**src/rtl/adder_collect.sv**
```systemverilog
// Serial-to-parallel collector: gathers num samples into one group for an adder tree.
// Ports: clk, rst_n, valid/din/ready in, i0..i15 group out, valid_out pulse, count.
// Outputs i{num}..i15 are tied to zero. Optional flush port: ADDER_COLLECT_FLUSH_EN.
module adder_collect #(
  parameter int bits = 8,
  parameter int num  = 8
) (
  input  logic                       clk,
  input  logic                       rst_n,
  input  logic                       valid,
`ifdef ADDER_COLLECT_FLUSH_EN
  input  logic                       flush,
`endif
  input  logic [bits-1:0]            din,
  output logic                       ready,
  output logic [bits-1:0]            i0,
  output logic [bits-1:0]            i1,
  output logic [bits-1:0]            i2,
  output logic [bits-1:0]            i3,
  output logic [bits-1:0]            i4,
  output logic [bits-1:0]            i5,
  output logic [bits-1:0]            i6,
  output logic [bits-1:0]            i7,
  output logic [bits-1:0]            i8,
  output logic [bits-1:0]            i9,
  output logic [bits-1:0]            i10,
  output logic [bits-1:0]            i11,
  output logic [bits-1:0]            i12,
  output logic [bits-1:0]            i13,
  output logic [bits-1:0]            i14,
  output logic [bits-1:0]            i15,
  output logic                       valid_out,
  output logic [$clog2(num+1)-1:0]   count
);

  localparam int CW = $clog2(num + 1);
  localparam logic [CW-1:0] LAST = CW'(num - 1);

`ifdef ADDER_COLLECT_FLUSH_EN
  typedef enum logic [1:0] {
    FILL  = 2'd0,
    EMIT  = 2'd1,
    FLUSH = 2'd2
  } state_t;
`else
  typedef enum logic [1:0] {
    FILL  = 2'd0,
    EMIT  = 2'd1
  } state_t;
`endif

  state_t          state;
  logic [bits-1:0] fill  [num];
  logic [bits-1:0] out_q [num];
  logic [bits-1:0] grp   [num];
  logic [bits-1:0] out_x [16];
  logic            xfer;
  logic            last;
  logic            fl;
  logic [CW-1:0]   cnt_inc;

  // EMIT and FLUSH both present a fresh group for exactly one cycle.
  assign valid_out = (state != FILL);

  always_comb begin
    xfer    = valid & ready;
    cnt_inc = count + CW'(xfer);
    last    = xfer && (count == LAST);
    fl      = 1'b0;
`ifdef ADDER_COLLECT_FLUSH_EN
    fl = flush && (state == FILL) &&
         !last && (cnt_inc != '0);
`endif
    // Bypass the sample taken this edge; zero slots not yet filled.
    for (int k = 0; k < num; k++) begin
      grp[k] = fill[k];
      if (xfer && int'(count) == k)
        grp[k] = din;
      if (int'(cnt_inc) <= k)
        grp[k] = '0;
    end
  end

  always_ff @(posedge clk or negedge rst_n) begin
    if (!rst_n) begin
      state <= FILL;
      count <= '0;
      ready <= 1'b0;
      for (int k = 0; k < num; k++) begin
        fill[k]  <= '0;
        out_q[k] <= '0;
      end
    end else begin
      ready <= 1'b1;
      for (int k = 0; k < num; k++)
        if (xfer && int'(count) == k)
          fill[k] <= din;
      unique case (1'b1)
        last: begin
          state <= EMIT;
          count <= '0;
          for (int k = 0; k < num; k++)
            out_q[k] <= grp[k];
        end
`ifdef ADDER_COLLECT_FLUSH_EN
        fl: begin
          state <= FLUSH;
          count <= '0;
          ready <= 1'b0;
          for (int k = 0; k < num; k++)
            out_q[k] <= grp[k];
        end
`endif
        default: begin
          state <= FILL;
          count <= cnt_inc;
        end
      endcase
    end
  end

  always_comb begin
    for (int k = 0; k < 16; k++)
      out_x[k] = '0;
    for (int k = 0; k < num; k++)
      out_x[k] = out_q[k];
  end

  assign i0  = out_x[0];
  assign i1  = out_x[1];
  assign i2  = out_x[2];
  assign i3  = out_x[3];
  assign i4  = out_x[4];
  assign i5  = out_x[5];
  assign i6  = out_x[6];
  assign i7  = out_x[7];
  assign i8  = out_x[8];
  assign i9  = out_x[9];
  assign i10 = out_x[10];
  assign i11 = out_x[11];
  assign i12 = out_x[12];
  assign i13 = out_x[13];
  assign i14 = out_x[14];
  assign i15 = out_x[15];

endmodule
```
**config.mk**
```make
export PLATFORM = sky130hd
export DESIGN_NAME = adder_collect
export DESIGN_NICKNAME = d
export VERILOG_FILES = /design/src/rtl/adder_collect.sv
export SDC_FILE = /design/constraint.sdc
export NUM_CORES = 1
export LEC_CHECK = 0
export CELL_PAD_IN_SITES_DETAIL_PLACEMENT = 0
export CELL_PAD_IN_SITES_GLOBAL_PLACEMENT = 2
export CORE_MARGIN = 1.5
export CORE_UTILIZATION = 33
export DETAILED_ROUTE_END_ITERATION = 6
export MAX_ROUTING_LAYER = met4
export PLACE_DENSITY_LB_ADDON = 0.3
export RECOVER_POWER = 100
export SETUP_SLACK_MARGIN = 0.5
export SLEW_MARGIN = 5
export SYNTH_ARGS = -nofsm -noshare
export SYNTH_HDL_FRONTEND = slang
export SYNTH_SLANG_ARGS = --single-unit
```
**constraint.sdc**
```tcl
create_clock -name clk -period 3.2 [get_ports clk]
set_input_delay 0.64 -clock clk [delete_from_list [all_inputs] [get_ports clk]]
set_output_delay 0.64 -clock clk [all_outputs]
set_load 0.05 [all_outputs]
```
### After elaboration in Yosys (flattened, before gate mapping)

Index checks and enable logic that the tools add are counted.

* $add $sub $neg: 1
* order comparisons: 8
* equality and inequality tests: 8
* mux-type cells: 18
* bitwise gates (word level): 1
* reduce and logical (&&, ||, !) cells: 11

Operators with widths (number)
* $mux W8: 16
* $eq A4 B4 Y1 const B: 4
* $le A4 B3 Y1 const B: 4
* $eq A4 B3 Y1 const B: 3
* $logic_and A1 B1 Y1: 9
* $le A4 B1 Y1 const B: 2
* $le A4 B2 Y1 const B: 2
* $add A4 B1 Y4: 1
* $eq A4 B2 Y1 const B: 1
* $logic_not A4 Y1: 1
* $mux W4: 1
* $reduce_bool A2 Y1: 1
* $and A1 B1 Y1: 1
* $mux W1: 1

* bits in registers: 135
* bits of input ports: 11
* output and inout port bits: 134
* logic and storage cells: 66

### Depth between registers and ports, before layout

* depth after elaboration: 4
* depth in mapped cells: 8
* gate-level depth less buffers: 7

### Least setup slack after synthesis

OpenSTA, ideal clock, no wires.

* kind: reg-to-reg
* start: register ready
* end: register out_q, in the netlist i0[7]
* library setup time: 121 ps
* arrival: 2056 ps
* data required time: 3079 ps
* setup slack: 1023 ps
* cell stages (with the launch flop): 8
* buffers on the path: 0
* period minus slack after synthesis: 2177 ps
* cells stage by stage: dfrtp_1 > and2_1 > ha_1 > ha_1 > nor3_1 > a41oi_1 > o31a_2 > a22o_1

* cells in the longest elaborated chain, start to end: 4
* elaborated cells on any way between the ends: 7
* those cells by class: add/sub (1); order compare (1); mux (2); bitwise (1); reduce/logical (2)

Ends and longest elaborated chain
* start: declaration: line 15 `output logic ready,`
* start signal: assignment: line 88 `ready <= 1'b0;`
* start signal: assignment: line 94 `ready <= 1'b1;`
* $and A1 B1 Y1 (*): line 66 `xfer = valid & ready;`
* $add A4 B1 Y4 / $logic_and A1 B1 Y1 (equally long branches): line 67, 77
* $le A4 B1 Y1 / $mux W8 (equally long branches): line 79, 77
* $mux W8: line 79 `if (int'(cnt_inc) <= k)`
* end signal: indexed assignment: line 103 `out_q[k] <= grp[k];`
* end: declaration: line 54 `logic [bits-1:0] out_q [num];`

Mark *: on every way between the ends. The rest lies on a longest branch, timed or not.
A chain may end at the register's enable or synchronous reset.

### Worst setup path after layout

* start: input port valid
* end: register out_q, in the netlist i6[3]

* cells in the longest elaborated chain, start to end: 4
* elaborated cells on any way between the ends: 7
* those cells by class: add/sub (1); order compare (1); mux (2); bitwise (1); reduce/logical (2)

Ends and longest elaborated chain
* start: declaration: line 10 `input logic valid,`
* $and A1 B1 Y1 (*): line 66
* $add A4 B1 Y4 / $logic_and A1 B1 Y1 (equally long branches): line 67, 77
* $le A4 B3 Y1 / $mux W8 (equally long branches)
* $mux W8: line 79

Marks and branches as above.

==> results by group <==
Yosys
  – Post-synth top flop: dfrtp_1
  – Mapped Avg Cell Area: 11.4 um2
  – Post-synth EDFFs: 0
  – Yosys warns: 0
  – Gate Count Post-Synth: 478
  – Post-Synthesis Cell Area: 0.00547 mm2
  – Post-synth ARST share: 100%
  – FF+latch count, synth: 126
  – Register area share after synthesis: 57.7%
  – Yosys cell types: 37

Pwr
  – Static Leak: 3.60 nW
  – Pwr per Cell Area: 956 mW/mm2
  – Peak supply drop: 0.000413 V

Worst setup path
  – Slowest cell delay on critical path: 0.58 ns
  – Slowest cell on the critical path: dlygate4sd3_1
  – Startpoint types: input port
  – CP Data Required Time: 3.46 ns
  – R2r endpoint: i6[3]
  – Most used cell along the critical path: ha_1
  – R2R Setup Slk: 0.92 ns
  – Critical path class: input port to flip-flop
  – Worst r2r path cells: 6
  – RR Startpoint: count[0]
  – Crit end category: flip-flop
  – Worst-path cell chain: dlygate4sd3_1 -> and2_1 -> ha_1 -> ha_1 -> and2_0 -> nor2b_1 -> o21ai_1 -> o21ai_0
  – Worst Path Max Fanout: 8
  – Arrival time worst endpoint: 2.93 ns

Die
  – Starting Density: 34.1%
  – Die W: 132 um
  – Core Region: 0.0161 mm2
  – Die Y-Extent: 132 um
  – Core Rows: 46
  – Die area: 0.0174 mm2
  – I/O pin total: 145

Clocking
  – Clk sink count: 126
  – Clock slew at reported path FFs: 0.06 ns
  – CTS Buffer Depth: 2
  – Root buffer cell: clkbuf_16
  – Worst skew pair latency: 0.41 ns
  – # hold bufs at CTS: 0
  – Post-CTS Resized: 0
  – CTS Buf Count: 17
  – CTS tree: built
  – H-tree levels: 4
  – Post-CTS Setup Repair Bufs: 0

STA
  – Fin. max-slew vios: 0
  – RSZ-0062 raised after global routing: false
  – Worst-margin pin slew: 1.25 ns
  – Setup Total Neg Slack: 0 ns
  – Final Critical Period: 2.67 ns
  – Final setup fails: 0
  – Slew HR: 16.6%
  – Final Cycle Share: 83.4%
  – PnR worst setup slack: 0.531 ns
  – Clk_skew: 0.00574 ns
  – Endpoints failing hold: 0
  – Fmax: 0.375 GHz

Global routing
  – Largest net degree at the start of global routing: 68
  – Initial antenna violation count: 0
  – Vias in the first global route: 3465
  – Global-route wire length before repair: 19700 um
  – Total track usage: 15.4%
  – Grt ovf: 0

Drt
  – Via-per-instance ratio: 4.27
  – DRT Wirelength: 12100 um
  – First-pass iteration count of the detailed router: 4
  – # DRC: 0
  – WL/cell: 15.4 um
  – DRT iter0 DRCs: 137
  – Vias: 3344
  – Post-DRT Antenna Nets: 0

Layout
  – FF/Latch Area: 0.00315 mm2
  – Final-stage net count: 567
  – Layout cells sized above 1: 7.23%
  – Filler Cell Count: 1551
  – Commonest non-fill, non-tap cell in the layout: dfrtp_1
  – Multi-input gate area: 0.00170 mm2
  – Antenna diodes: 0
  – Most frequent cells in the layout: dfrtp_1 (126), dlygate4sd3_1 (71), conb_1 (65)
  – P&R area growth vs syn: 22.7%

Min path
  – HP Start: i7[5]
  – Hold WC Path Type: flip-flop to flip-flop
  – Hold endpoint: i7[5]
  – Hold Crit Depth: 2

Placement
  – Post-DP HPWL: 8000 um
  – Buffers on Ports: 80
  – Pre-CTS setup slack: 0.263 ns
  – Final Wtd Congestion: 0.809

Job
  – Max Cap Violations: 0

Status
  – Status: completed
==> routing by layer <==
metal,vias up,track usage (%),share of wire [%]
met5,-,-,0
met4,0,5.00,1.2
met3,14,4.90,5.3
met2,104,22.8,46
met1,1646,20.0,47
li1,1580,-,-
==> power breakdown <==
part / leakage, nW / total (mW) / internal (mW) / switching [mW]
combinational: 1.66 / 2.11 / 0.636 / 1.47
sequential: 1.65 / 2.37 / 2.12 / 0.249
clock: 0.291 / 1.93 / 1.25 / 0.675
total: 3.60 / 6.41 / 4.01 / 2.39
==> state kept, by name, summed over array words and instances (netlist names) <==
signal / cells
fill: 56
i0: 8
i1: 8
i2: 8
i3: 8
i4: 8
i5: 8
i6: 8
i7: 8
count: 4
ready: 1
state: 1
==> through the flow <==
stage | instances | power [mW] | util (%) | hold slack (ns) | cell area, um2
finish | 783 | 6.41 | 41.8 | 0.464 | 6710
global route | 783 | 6.79 | 41.8 | 0.494 | 6710
CTS | 783 | 6.64 | 42.2 | 0.255 | 6770
detailed placement | 751 | 4.68 | 38.4 | 0.462 | 6170
global placement | 751 | 4.63 | 38.4 | 0.459 | 6170
floorplan | 541 | 4.05 | - | 0.344 | 5700
==> cell type report <==
class | instances | area share, %
clock inverters | 12 | 2.13
well taps | 216 | 4.03
repair buffers | 87 | 12.4
multi-input cells | 281 | 25.3
inverters | 41 | 2.29
clock buffers | 20 | 6.81
flip-flops and latches | 126 | 47.0
==> Yosys cell counts, types with 3 or more instances <==
library cell	count	area share, %
buf_4	74	10
and2_1	5	0.57
buf_6	3	0.62
o21ai_0	33	3.0
nand3_1	8	0.73
mux2i_1	40	7.3
buf_2	12	1.1
inv_1	40	2.7
nand3b_1	3	0.41
clkbuf_1	4	0.27
o21ai_1	12	1.1
nor2_1	4	0.27
mux2_4	8	2.2
mux2_2	8	1.6
nand2_1	57	3.9
dfrtp_1	126	58
a22o_1	16	2.6
==> cells by family after synthesis <==
| group | count (synthesis) | synth area share (%) |
|---|---|---|
| adders and majority gates | 2 | 0.458 |
| and+or+nand+nor | 89 | 7.62 |
| buffers and inverters | 134 | 15.0 |
| AOI/OAI and AO/OA | 67 | 7.67 |
| muxes | 56 | 11.2 |
| other | 2 | 0.137 |
| xor gates and xnor gates | 2 | 0.320 |
| DFF | 126 | 57.7 |
==> worst max path at each step <==
stage | start | endpoint | slack, ns | depth (start not counted)
global placement | valid | i6[5] | 0.34 | 8
detailed placement | valid | i6[5] | 0.26 | 8
global route | rst_n | i4[6] | 0.40 | 2
finish | valid | i6[3] | 0.53 | 8
floorplan | ready | i0[7] | 1.02 | 7
CTS | count[1] | count[1] | 0.63 | 1
==> critical path, delay by kind of cell <==
family / cells / cell delay, ns
buffers and inverters: 1 / 0.58
AO/OA/AOI/OAI: 2 / 0.62
adder cells (fa/ha/maj): 2 / 0.59
AND/OR/NAND/NOR: 3 / 0.50
Power figures use the tool's default switching activity.
